**src/rtl/nor_pkg.sv**
```systemverilog
// Shared definitions for the NOR-only serial logic unit: function codes and FSM states.
package nor_pkg;

    localparam logic [2:0] OP_NOR     = 3'd0;
    localparam logic [2:0] OP_OR      = 3'd1;
    localparam logic [2:0] OP_NA_OR_B = 3'd2;
    localparam logic [2:0] OP_A_OR_NB = 3'd3;
    localparam logic [2:0] OP_AND     = 3'd4;
    localparam logic [2:0] OP_NAND    = 3'd5;
    localparam logic [2:0] OP_XOR     = 3'd6;
    localparam logic [2:0] OP_XNOR    = 3'd7;

    typedef enum logic {
        ST_IDLE = 1'b0,
        ST_RUN  = 1'b1
    } state_t;

endpackage

```
**src/rtl/nor_func_cell.sv**
```systemverilog
// One-bit, eight-function logic cell built exclusively from 2-input NOR gates.
// node[0..7] hold the eight candidate functions in op-code order; node[8..14]
// form a binary 8:1 mux tree (op[0] at the leaves, op[2] at the root).
module nor_func_cell (
    output logic       y,
    input  logic       a,
    input  logic       b,
    input  logic [2:0] op
);

    wire        na;
    wire        nb;
    wire        t_na_or_b;
    wire        t_a_or_nb;
    wire [14:0] node;
    wire [2:0]  opn;

    nor g_na      (na, a, a);
    nor g_nb      (nb, b, b);

    nor g_nor     (node[0], a, b);
    nor g_or      (node[1], node[0], node[0]);
    nor g_t2      (t_na_or_b, na, b);
    nor g_na_or_b (node[2], t_na_or_b, t_na_or_b);
    nor g_t3      (t_a_or_nb, a, nb);
    nor g_a_or_nb (node[3], t_a_or_nb, t_a_or_nb);
    nor g_and     (node[4], na, nb);
    nor g_nand    (node[5], node[4], node[4]);
    // a^b is high when neither "both low" nor "both high"
    nor g_xor     (node[6], node[0], node[4]);
    nor g_xnor    (node[7], node[6], node[6]);

    for (genvar j = 0; j < 3; j++) begin : g_opn
        nor g_inv (opn[j], op[j], op[j]);
    end

    // mux m picks node[2m] (select low) or node[2m+1] (select high) into node[8+m]
    for (genvar m = 0; m < 7; m++) begin : g_mux
        localparam int SEL = (m < 4) ? 0 : ((m < 6) ? 1 : 2);
        wire nx;
        wire ny;
        wire t0;
        wire t1;
        wire o;
        nor g_nx (nx, node[2*m], node[2*m]);
        nor g_ny (ny, node[2*m+1], node[2*m+1]);
        nor g_t0 (t0, op[SEL], nx);
        nor g_t1 (t1, opn[SEL], ny);
        nor g_o  (o, t0, t1);
        nor g_y  (node[8+m], o, o);
    end

    assign y = node[14];

endmodule

```
**src/rtl/nor_serial_logic_unit.sv**
```systemverilog
// Multi-cycle two-operand logic unit: evaluates LANES bits per clock, LSB first,
// through NOR-only function cells, with a start/busy/done handshake.
module nor_serial_logic_unit
    import nor_pkg::*;
#(
    parameter int WIDTH = 8,
    parameter int LANES = 1
) (
    input  logic             clk,
    input  logic             rst,
    input  logic             start,
    input  logic [2:0]       op,
    input  logic [WIDTH-1:0] a,
    input  logic [WIDTH-1:0] b,
    output logic             busy,
    output logic             done,
    output logic [WIDTH-1:0] s
);

    localparam int N = WIDTH / LANES;
    localparam int CNT_W = $clog2(N + 1);
    localparam logic [CNT_W-1:0] CNT_LAST = CNT_W'(N - 1);

    if (WIDTH < 1 || LANES < 1 || LANES > WIDTH || (WIDTH % LANES) != 0) begin : g_bad_params
        $error("nor_serial_logic_unit: LANES must be 1..WIDTH and divide WIDTH");
    end

    state_t           state_q;
    state_t           state_d;
    logic [CNT_W-1:0] cnt;
    logic [WIDTH-1:0] a_q;
    logic [WIDTH-1:0] b_q;
    logic [2:0]       op_q;
    logic [WIDTH-1:0] acc;
    logic [WIDTH-1:0] acc_next;
    logic [LANES-1:0] lane_y;
    logic             last;

    // Operand registers shift right each RUN cycle, so the active lanes are always the low bits.
    for (genvar l = 0; l < LANES; l++) begin : g_lane
        nor_func_cell u_cell (
            .y  (lane_y[l]),
            .a  (a_q[l]),
            .b  (b_q[l]),
            .op (op_q)
        );
    end

    // New lane results enter at the top; after N shifts the first lane lands at bit 0.
    assign acc_next = (acc >> LANES) | (WIDTH'(lane_y) << (WIDTH - LANES));
    assign last     = (cnt == CNT_LAST);
    assign busy     = (state_q == ST_RUN);

    // State register
    always_ff @(posedge clk) begin
        if (rst) begin
            state_q <= ST_IDLE;
        end else begin
            state_q <= state_d;
        end
    end

    // Next-state logic: accept start only when idle, return after the last lane group
    always_comb begin
        state_d = state_q;
        case (state_q)
            ST_IDLE: if (start) state_d = ST_RUN;
            ST_RUN:  if (last)  state_d = ST_IDLE;
            default: state_d = ST_IDLE;
        endcase
    end

    // Operand latches, lane counter, accumulator and the visible result/done registers
    always_ff @(posedge clk) begin
        if (rst) begin
            cnt  <= '0;
            a_q  <= '0;
            b_q  <= '0;
            op_q <= '0;
            acc  <= '0;
            s    <= '0;
            done <= 1'b0;
        end else begin
            done <= 1'b0;
            case (state_q)
                ST_IDLE: begin
                    if (start) begin
                        a_q  <= a;
                        b_q  <= b;
                        op_q <= op;
                        cnt  <= '0;
                        acc  <= '0;
                    end
                end
                ST_RUN: begin
                    a_q <= a_q >> LANES;
                    b_q <= b_q >> LANES;
                    acc <= acc_next;
                    cnt <= cnt + 1'b1;
                    if (last) begin
                        s    <= acc_next;
                        done <= 1'b1;
                    end
                end
                default: ;
            endcase
        end
    end

endmodule
```
**config.mk**
```make
export PLATFORM = sky130hd
export DESIGN_NAME = nor_serial_logic_unit
export DESIGN_NICKNAME = d
export VERILOG_FILES = /design/src/rtl/nor_pkg.sv /design/src/rtl/nor_func_cell.sv /design/src/rtl/nor_serial_logic_unit.sv
export SDC_FILE = /design/constraint.sdc
export NUM_CORES = 1
export LEC_CHECK = 0
export BUFFER_PORTS_ARGS = -buffer_cell sky130_fd_sc_hd__buf_2
export CAP_MARGIN = 20
export CELL_PAD_IN_SITES_DETAIL_PLACEMENT = 1
export CELL_PAD_IN_SITES_GLOBAL_PLACEMENT = 1
export CORE_MARGIN = 2
export CORE_UTILIZATION = 40
export DETAILED_ROUTE_END_ITERATION = 8
export MAX_ROUTING_LAYER = met4
export PLACE_DENSITY_LB_ADDON = 0.12
export SKIP_LAST_GASP = 1
export SYNTH_ARGS = -nofsm -noshare
export SYNTH_HDL_FRONTEND = slang
export SYNTH_SLANG_ARGS = --single-unit
```
**constraint.sdc**
```tcl
create_clock -name clk -period 2.24 [get_ports clk]
set_clock_uncertainty 0.15 [all_clocks]
set_input_delay 0.112 -clock clk [delete_from_list [all_inputs] [get_ports clk]]
set_output_delay 0.112 -clock clk [all_outputs]
set_load 0.02 [all_outputs]
```
Yosys cells after proc, flatten, opt, wreduce, memory -nomap -nowiden
Index checks and enable logic that the tools add are counted.
Widths: inputs -> output; s select.
{"block": "totals", "out_inout_bits": 10, "in_bits": 22, "ff_bits": 41, "elab_cells": 84}
{"block": "classes", "n_mux": 12, "reduce_logical": 3, "eq_ne": 2, "bitwise_logic": 58, "add_sub_neg": 1}
{"operator": "$pmux 8 s2", "n": 3}
{"operator": "$not 1->1", "n": 31}
{"operator": "$or 1x1->1", "n": 26}
{"operator": "$mux 8", "n": 3}
{"operator": "$or 7x8->8", "n": 1}
{"operator": "$pmux 4 s2", "n": 1}
{"operator": "$add 4x1->4 const B", "n": 1}
{"operator": "$eq 4x3->1 const B", "n": 1}
{"operator": "$mux 4", "n": 1}
{"operator": "$reduce_and 2->1", "n": 2}
{"operator": "$mux 1", "n": 3}
{"operator": "$ne 2x2->1 const B", "n": 1}
{"operator": "$pmux 1 s2", "n": 1}
{"operator": "$reduce_or 2->1", "n": 1}

Logic depth before layout (Yosys ltp)
{"block": "logic_depth", "ltp_word": 18, "mapped_depth": 6, "mapped_depth_nobuf": 6}

Modules after synthesis
From an unflattened synthesis, not the netlist that was laid out.
{"block": "hier_totals", "hier_cells": 185, "hier_area_um2": 1875.5}
{"module": "nor_serial_logic_unit", "cells_each": 169, "n_inst": 1, "area_per_inst_um2": 1735.4, "seq_area_each_um2": 800.8}
{"module": "nor_func_cell", "cells_each": 16, "n_inst": 1, "area_per_inst_um2": 140.1, "seq_area_each_um2": 0.0}

Worst setup path before layout
Ideal clock, no wire load.
{"block": "synth_timing", "kind": "reg-to-reg", "startpoint": "register b_q[0]", "endpoint": "register acc[7]", "arrival_time_ns": 1.412, "setup_slack_ns": 0.562, "stages_incl_launch_ff": 7, "period_less_slack_ns": 1.678, "setup_ns": 0.116, "cell_sequence": "dfxtp_1 > inv_1 > ha_1 > mux2i_1 > mux2i_1 > a311o_1 > a31o_1"}
{"block": "synth_via", "elab_chain_cells": 18}
{"element": "start, declared", "line_no": "nor_serial_logic_unit.sv:32", "rtl": "logic [WIDTH-1:0] b_q;"}
{"element": "start signal, assigned", "line_no": "nor_serial_logic_unit.sv:97", "rtl": "b_q <= b_q >> LANES;"}
{"element": "$not 1->1", "line_no": "nor_func_cell.sv:19", "rtl": "nor g_nb (nb, b, b);"}
{"element": "$or 1x1->1", "line_no": "nor_func_cell.sv:27", "rtl": "nor g_and (node[4], na, nb);"}
{"element": "$not 1->1", "line_no": "nor_func_cell.sv:27, nor_func_cell.sv:46"}
{"element": "$or 1x1->1", "line_no": "nor_func_cell.sv:30", "rtl": "nor g_xor (node[6], node[0], node[4]);"}
{"element": "$not 1->1", "line_no": "nor_func_cell.sv:46", "rtl": "nor g_ny (ny, node[2*m+1], node[2*m+1]);"}
{"element": "$or 1x1->1", "line_no": "nor_func_cell.sv:48", "rtl": "nor g_t1 (t1, opn[SEL], ny);"}
{"element": "$not 1->1", "line_no": "nor_func_cell.sv:48"}
{"element": "$or 1x1->1", "line_no": "nor_func_cell.sv:49", "rtl": "nor g_o (o, t0, t1);"}
{"element": "(+2 left out)"}
{"element": "$not 1->1", "line_no": "nor_func_cell.sv:48"}
{"element": "$or 1x1->1", "line_no": "nor_func_cell.sv:49"}
{"element": "$not 1->1", "line_no": "nor_func_cell.sv:46"}
{"element": "$or 1x1->1", "line_no": "nor_func_cell.sv:48"}
{"element": "$not 1->1", "line_no": "nor_func_cell.sv:48"}
{"element": "$or 1x1->1 *", "line_no": "nor_func_cell.sv:49"}
{"element": "$or 7x8->8 *", "line_no": "nor_serial_logic_unit.sv:50", "rtl": "assign acc_next = (acc >> LANES) | (WIDTH'(lane_y) << (WIDTH - LANES));"}
{"element": "$pmux 8 s2 *", "line_no": "nor_serial_logic_unit.sv:85", "rtl": "case (state_q)"}
{"element": "end signal, assigned", "line_no": "nor_serial_logic_unit.sv:98", "rtl": "acc <= acc_next;"}
{"element": "end, declared", "line_no": "nor_serial_logic_unit.sv:34", "rtl": "logic [WIDTH-1:0] acc;"}
Mark *: on every way between the ends. The rest lies on a longest branch, timed or not.
A chain may end at the register's enable or synchronous reset.

Worst setup path in the final report
Same ends and word-level chain as after synthesis.

==> summary.txt <==
Setup path
  – CP required: 2290 ps
  – Cell mode on critical path: mux2i_1
  – R2R Setup Slk: 330 ps
  – Worst Path Buf+Inv: 1
  – CP max stage cell: dfxtp_1
  – Critical path arrival: 1950 ps
  – Crit-path cells: inv_1, ha_1, mux2i_1, mux2i_1, a311o_1, a31o_1
  – Crit Path Category: reg2reg
  – Slowest stage delay, CP: 380 ps
  – CP Capture Type: flip-flop
  – CP startpoint kind: flip-flop
  – Worst path top cell family by delay: compound AO/OA/AOI/OAI gates
  – Worst Path Max Fanout: 4

Synthesis
  – Syn. warnings: 0
  – Post-synthesis cell count: 184
  – EDFF count, synth: 0
  – Number of distinct library cells after synthesis: 27
  – Top-area cell type share of the netlist area: 47.4%
  – Top_reg_cell synth: dfxtp_1
  – Mapped cell area: 0.00169 mm^2
  – Async set-reset flop share out of synthesis: 0%
  – Sequential fraction of the synthesis area: 47.4%
  – Syn Nets: 211
  – Number of synthesized register bits: 40
  – Avg Cell Area, Syn: 9.17 um^2
  – Area contributors post-synth: dfxtp_1 47%, mux2i_1 14%, nor2_1 9.1%, a21oi_1 7.1%, a22o_1 4.2%
  – Cell taking the most area after synthesis: dfxtp_1

GRT
  – Initial antenna violation count: 0
  – GRT Total Usage: 18.9%
  – Pin count of the biggest net entering global routing: 40
  – First-pass GRT wire length: 6310 um
  – Total grt overflow: 0
  – Vias in the first global route: 1413

Clock tree
  – CTS clock-pin slew for the worst setup and hold paths: 80 ps
  – Post-cts sizing count: 0
  – Clk_lat worst skew: 300 ps
  – CTS Buf Count: 5
  – Clk root buf: clkbuf_8
  – CTS max path bufs: 2
  – H-Tree Depth: 2
  – Clock sinks: 40
  – CTS tree: built
  – Post-CTS Setup Bufs: 0

Routing
  – Via-to-Cell Ratio: 5.16
  – Met2 routed WL: 1880 um
  – Wire per inst: 14.1 um
  – ANT nets after route: 0
  – WL final: 3780 um
  – Number of remaining DRC errors: 0
  – Vias: 1384
  – Met3 WL post-DR: 140 um
  – Drt pass-1 iters: 4
  – M1 WL: 1640 um
  – DRT iter0 DRCs: 70
  – Highest routed layer: met4

Pwr
  – Leak Pwr: 0.894 nW
  – Peak VDD IR: 0.327 mV
  – Power per standard cell area: 741 mW/mm^2

Layout
  – Area grow syn2layout: 20.5%
  – Final std cells w/o fill: 268
  – Post-layout util: 50.5%
  – Final #Nets: 244
  – Antenna cells: 0
  – Ratio of cells with drive above 1 in the final layout: 20.2%

STA
  – Post-route minimum period: 1910 ps
  – Unrepaired setup endpoints after global routing: no
  – Final critical-path share of the clock period: 85.1%
  – Tightest Pin Transition: 451 ps
  – Final Hold Viols: 0
  – Setup TNS: 0 ps
  – Fin worst setup slack: 335 ps
  – # setup viols final: 0
  – Max-slew violations: 0
  – Worst Hold Margin: 8.71 ps
  – Slew margin rel.: 69.2%
  – F_max: 0.525 GHz

Flow run
  – Max-cap violations: 0

Die
  – Die width: 69.0 um
  – Core box area: 0.00403 mm^2
  – Die Y-Extent: 69.0 um
  – Die ar.: 0.00476 mm^2
  – Starting Density: 41.9%
  – IO Count: 32
  – Rows: 23

Placement
  – Dpl hpwl: 2620 um
  – Setup WS pre-CTS: 339 ps
  – Placed cells: 255
  – PortBufs: 31
  – RD Place Congestion: 0.865

Hold path
  – Min-Delay Path Class: in2reg

Outcome
  – Outcome: completed
## cells in the final DEF, fill, tap and decap left out
cell,count
and2_1,1
ha_1,5
dfxtp_2,1
a31o_1,1
nor2b_1,2
a22o_1,8
nand2_1,1
buf_4,3
buf_2,31
dfxtp_1,39
nand3_1,1
nor2_2,1
clkinv_2,1
clkbuf_8,5
dlygate4sd3_1,5
a21oi_1,24
nor2_1,41
a2111oi_0,1
nor4b_1,1
mux2i_1,23
nand4b_1,1
a41oi_1,1
inv_1,5
a211oi_1,1
nor3_1,3
clkinvlp_4,1
nor3b_1,7
a311o_1,1
nand2b_1,1
o21ai_0,1
bufinv_16,1
## worst paths after layout
kind / from / endpoint / cells past startpoint
setup / recovery: b_q[0] / acc[7] / 6
hold / removal: rst / acc[4] / 2
hold reg to reg: acc[1] / s[0] / 1
setup reg to reg: b_q[0] / acc[7] / 6
## kinds of logic (layout without fill, tap and decap cells)
family,after synthesis,after routing,share of synthesized area [%]
AND/OR/NAND/NOR,60,60,16.5
buffers and inverters,18,52,4.52
AO/OA/AOI/OAI,38,38,14.2
adder cells (fa/ha/maj),5,5,3.71
multiplexers,23,23,13.6
flip-flops,40,40,47.4
## through the flow
| stage | power (W) | cell area (um^2) |
|---|---|---|
| 2_1_floorplan | 0.000878 | 1690 |
| 3_3_place_gp | 0.000914 | 1870 |
| 3_5_place_dp | 0.000925 | 1870 |
| 4_1_cts | 0.00153 | 2030 |
| 5_1_grt | 0.00157 | 2030 |
| 6_report | 0.00151 | 2030 |
## state kept, by name, indices dropped and copies added, names as in the netlist
signal	cells
done	1
acc	7
b_q	8
cnt	4
busy	1
a_q	8
s	8
op_q	3
## layout make-up
cell class	instances	area (um^2)
tap	50	62.6
clock buffer	5	68.8
timing repair buffer	39	228
multi-input combinational	126	811
clock inverter	3	42.5
fill	470	2000
inverter	5	18.8
sequential	40	802
## power breakdown
group	total [W]	switching (W)	internal, W	leakage [nW]
clock network	0.000593	0.000264	0.000330	0.0541
registers	0.000762	0.0000252	0.000737	0.326
logic	0.000152	0.0000819	0.0000702	0.514
total	0.00151	0.000371	0.00114	0.894
## routing by layer
metal | vias up | GRT usage, %
met5 | - | -
met4 | 0 | 11.3
met3 | 12 | 3.90
met2 | 33 | 33.7
met1 | 641 | 19.1
li1 | 698 | -
## Yosys cell counts, types with 2 or more instances
cell	count
buf_1	5
nor2b_1	2
mux2i_1	23
a21oi_1	24
nor3_1	3
a22o_1	8
inv_1	5
clkbuf_1	3
ha_1	5
buf_2	4
nor3b_1	7
nor2_1	41
dfxtp_1	40
## what timing repair did
action / in CTS / in global routing
endpoints found under the hold margin: 5 / 0
setup endpoints to repair: 0 / 0
hold buffers: 5 / 0
Note: power is estimated with default switching activity, not from simulation.
